File: src/rtl/uart_rx_pack16_pkg.sv
// uart_rx_pack16_pkg: shared assembler state encoding and default inter-byte timeout
package uart_rx_pack16_pkg;
  typedef enum logic {S_LO, S_HI} pack_state_t;
  localparam logic [15:0] TIMEOUT_DEFAULT = 16'd50000;
endpackage

File: src/rtl/uart_rx_pack16.sv
// uart_rx_pack16: packs low-then-high bytes into words; clk/rst(async low)/clear in, byte_valid/byte_in in, word_ready in, word_out/word_valid/busy/frame_err/overflow out
module uart_rx_pack16
  import uart_rx_pack16_pkg::*;
#(
  parameter logic [15:0] TIMEOUT_CYCLES = TIMEOUT_DEFAULT
) (
  input  logic        clk,
  input  logic        rst,
  input  logic        clear,
  input  logic        byte_valid,
  input  logic [7:0]  byte_in,
  input  logic        word_ready,
  output logic [15:0] word_out,
  output logic        word_valid,
  output logic        busy,
  output logic        frame_err,
  output logic        overflow
);
  pack_state_t state, state_n;
  logic [15:0] cnt;
  logic [7:0]  lo;
  logic        expire, done;
  always_comb begin
    expire  = state == S_HI && !byte_valid && cnt == TIMEOUT_CYCLES - 16'd1;
    done    = state == S_HI && byte_valid && !clear;
    state_n = clear ? S_LO : state == S_LO ? (byte_valid ? S_HI : S_LO) : (byte_valid || expire) ? S_LO : S_HI;
  end
  always_ff @(posedge clk or negedge rst)
    if (!rst) state <= S_LO;
    else state <= state_n;
  always_ff @(posedge clk or negedge rst) begin
    if (!rst) begin
      cnt        <= 16'd0;
      lo         <= 8'h00;
      word_out   <= 16'h0000;
      word_valid <= 1'b0;
      frame_err  <= 1'b0;
      overflow   <= 1'b0;
    end else begin
      cnt       <= (state == S_HI && state_n == S_HI) ? cnt + 16'd1 : 16'd0;
      frame_err <= expire && !clear;
      if (clear) lo <= 8'h00;
      else if (state == S_LO && byte_valid) lo <= byte_in;
      if (clear) begin
        word_valid <= 1'b0;
        overflow   <= 1'b0;
      end else if (done) begin
        if (!word_valid || word_ready) begin
          word_out   <= {byte_in, lo};
          word_valid <= 1'b1;
        end else overflow <= 1'b1;
      end else if (word_ready) word_valid <= 1'b0;
    end
  end
  assign busy = state == S_HI;
endmodule

File: config.mk
export PLATFORM = sky130hd
export DESIGN_NAME = uart_rx_pack16
export DESIGN_NICKNAME = d
export VERILOG_FILES = /design/src/rtl/uart_rx_pack16_pkg.sv /design/src/rtl/uart_rx_pack16.sv
export SDC_FILE = /design/constraint.sdc
export NUM_CORES = 1
export LEC_CHECK = 0
export ABC_AREA = 1
export BUFFER_PORTS_ARGS = -buffer_cell sky130_fd_sc_hd__clkbuf_2
export CORE_UTILIZATION = 55
export DETAILED_ROUTE_END_ITERATION = 7
export HOLD_SLACK_MARGIN = 0.05
export PLACE_DENSITY = 0.8
export SKIP_LAST_GASP = 1
export SLEW_MARGIN = 10
export SYNTH_ARGS = -nofsm -noshare
export SYNTH_HDL_FRONTEND = slang
export SYNTH_SLANG_ARGS = --single-unit
File: constraint.sdc
create_clock -name clk -period 1.78 [get_ports clk]
set_input_delay 0.356 -clock clk [delete_from_list [all_inputs] [get_ports clk]]
set_output_delay 0.356 -clock clk [all_outputs]
set_load 0.1 [all_outputs]
==> flow_summary_export.csv <==
group,metric,value,unit
grt,grt_remaining_overflow,0,
grt,grt_pass1_wl,6620,um
floorplanning,die_y,62.5,um
route,drt_drc_violations_left,0,
clocking,cts.sinks,44,
sta,max_freq,639,MHz
final_layout,multi_input_area,754,um^2
critical_path,critPathCaptureType,"primary output",
worst_hold_path,hold_class,"input port to asynchronous set/reset pin",
route,drt-total-wl,3650,um
synth,synth_top_cell_by_area,"dfrtp_1",
final_layout,antenna_cells,0,
final_layout,layout.cells.non_filler,318,
clocking,post_cts_buffers,0,
critical_path,worstPathArrival,1.21,ns
final_layout,final_common_cell,"nand2_1",
place,place_area,2210,um^2
critical_path,slowest_delay,0.46,ns
clocking,cts_buffer_depth,2,
floorplanning,rows,21,
sta,hold_violations,0,
clocking,cts-root-buf,"clkbuf_4",
pwr,power.density,1070,nW/um^2
sta,skew,0.0122,ns
synth,syn_inst,234,
place,gp_congestion,0.799,
synth,synth_top_cells_by_area,"dfrtp_1 55%, nand2_1 10%, inv_1 6.0%, nor2_1 5.2%, o21ai_1 4.2%",
route,dr.pass1.iters,4,
grt,grt_max_degree,45,
critical_path,crit_buf_inv,1,
clocking,cts_resized,0,
final_layout,nets,285,
clocking,ctsHoldBuffers,0,
route,dr.first_iter.drc_count,75,
final_layout,final_area,2280,um^2
synth,synth_area,2010,um^2
route,vias_per_cell,4.96,
critical_path,crit_chain,"clkbuf_2",
floorplanning,core,3420,um^2
clocking,worstSkewPairLatency,0.35,ns
sta,fin_tns_setup,0,ns
final_layout,fillCellCount,297,
critical_path,cp_top_family,"buffers and inverters",
final_layout,fin_util,66.7,%
synth,yosysSeqAreaShare,54.7,%
sta,rsz0062_at_grt,"no",
final_layout,regArea,1100,um^2
grt,grt_pass1_vias,1511,
pwr,leakage,1.08,nW
critical_path,r2r_setup_slack,0.35,ns
sta,maxSlewViolCount,0,
pwr,ir_drop,0.859,mV
final_layout,drive_gt1_share,23.2,%
synth,ys_ff_latch,44,
grt,grt_util_all_layers,21.6,%
place,hpwlAfterDp,2670,um
sta,relSlewSlack,63.2,%
critical_path,crit_path_max_fanout,3,
critical_path,critPathSlowestCell,"clkbuf_2",
critical_path,crit_type,"register to primary output",
floorplanning,io_pins,33,
status,outcome,"completed",
clocking,clkTransAtPathRegs,0.13,ns
synth,synth.avg_cell_area,8.61,um^2
synth,synth_enable_flop_cells,0,
synth,ys_types,24,
place,placed_cells,310,
sta,period_share,87.9,%
job,maxCapViolations,0,
floorplanning,initial_core_util,59.0,%
synth,syn-num-nets,248,
floorplanning,dieArea,3910,um^2
floorplanning,fp.dieW,62.5,um
sta,period_minus_slack,1.56,ns
synth,async_reset_ff_share,100,%
route,route.detailed.wl_per_inst,11.5,um
synth,yosysWarnings,0,
clocking,cts_buffers,5,
sta,worst_pin_slew,0.554,ns
synth,synth.top_cell.area_share,54.7,%
clocking,tritoncts,"yes",
critical_path,required,1.42,ns
synth,yosys_most_used_dff,"dfrtp_1",
grt,antenna_found_initial,0,
sta,whs,0.0491,ns
route,ant_nets,0,
route,via_count,1578,
final_layout,mostFrequentLayoutCells,"54 x nand2_1, 44 x dfrtp_1, 32 x inv_1, 32 x clkbuf_2, 28 x nor2_1",
final_layout,syn_to_final_growth,13.1,%
place,portBuffers,32,
clocking,htreeDepth,2,
critical_path,critPathLaunchType,"register",
sta,setup_viol,0,
logic make-up after synthesis:
| family | Yosys count | share of synthesized area [%] |
|---|---|---|
| and+or+nand+nor | 115 | 25.7 |
| xor gates and xnor gates | 4 | 1.74 |
| buffers and inverters | 37 | 7.89 |
| DFF | 44 | 54.7 |
| adders and majority gates | 1 | 0.621 |
| AOI/OAI and AO/OA | 33 | 9.38 |
final timing paths:
kind                        start          to  depth (start not counted)
hold / removal                rst     cnt[15]                          2
setup / recovery             busy        busy                          1
setup reg to reg           cnt[0]     cnt[14]                          6
max in group asynchronous     rst    overflow                          2
min in group clk            clear  word_valid                          2
hold reg to reg            cnt[0]      cnt[0]                          1
area by class of cell:
cell class	count	area share (%)
inverter	33	5.44
clock buffer	6	2.25
multi-input combinational	153	33.1
timing repair buffer	34	7.69
tap	46	2.53
clock inverter	2	0.659
sequential	44	48.3
power by group:
part	leakage (nW)	internal [mW]	total, mW	switching [mW]
logic	0.460	0.107	0.802	0.695
registers	0.594	1.09	1.13	0.0439
clock network	0.0305	0.192	0.504	0.312
routing by layer:
layer,track usage [%],routed length [um],up-vias
met3,5.11,205,5
met2,33.7,1640,48
li1,-,-,811
met5,0,0,-
met4,6.98,41,0
met1,29.8,1760,714
Yosys cell counts (3+ instances only):
| cell | count |
|---|---|
| o21ai_1 | 17 |
| inv_1 | 32 |
| o22ai_1 | 8 |
| nand3_1 | 7 |
| nand4_1 | 6 |
| xor2_1 | 3 |
| a21oi_1 | 3 |
| dfrtp_1 | 44 |
| buf_2 | 3 |
| nor2_1 | 28 |
| nor2_2 | 12 |
| nand2_2 | 4 |
| nand2_1 | 54 |
| o21bai_1 | 3 |
sequential cells by signal (all words and copies together), names as in the netlist:
register	flops
frame_err	1
lo	8
busy	1
word_out	16
overflow	1
word_valid	1
cnt	16
stage by stage:
step | setup WS (ns) | power, mW
4_1_cts | 0.211 | 2.45
3_5_place_dp | 0.367 | 1.96
2_1_floorplan | 0.00694 | 1.81
5_1_grt | 0.167 | 2.54
3_3_place_gp | 0.429 | 1.95
6_report | 0.216 | 2.44
No activity file was read; power rests on OpenSTA's default activity.
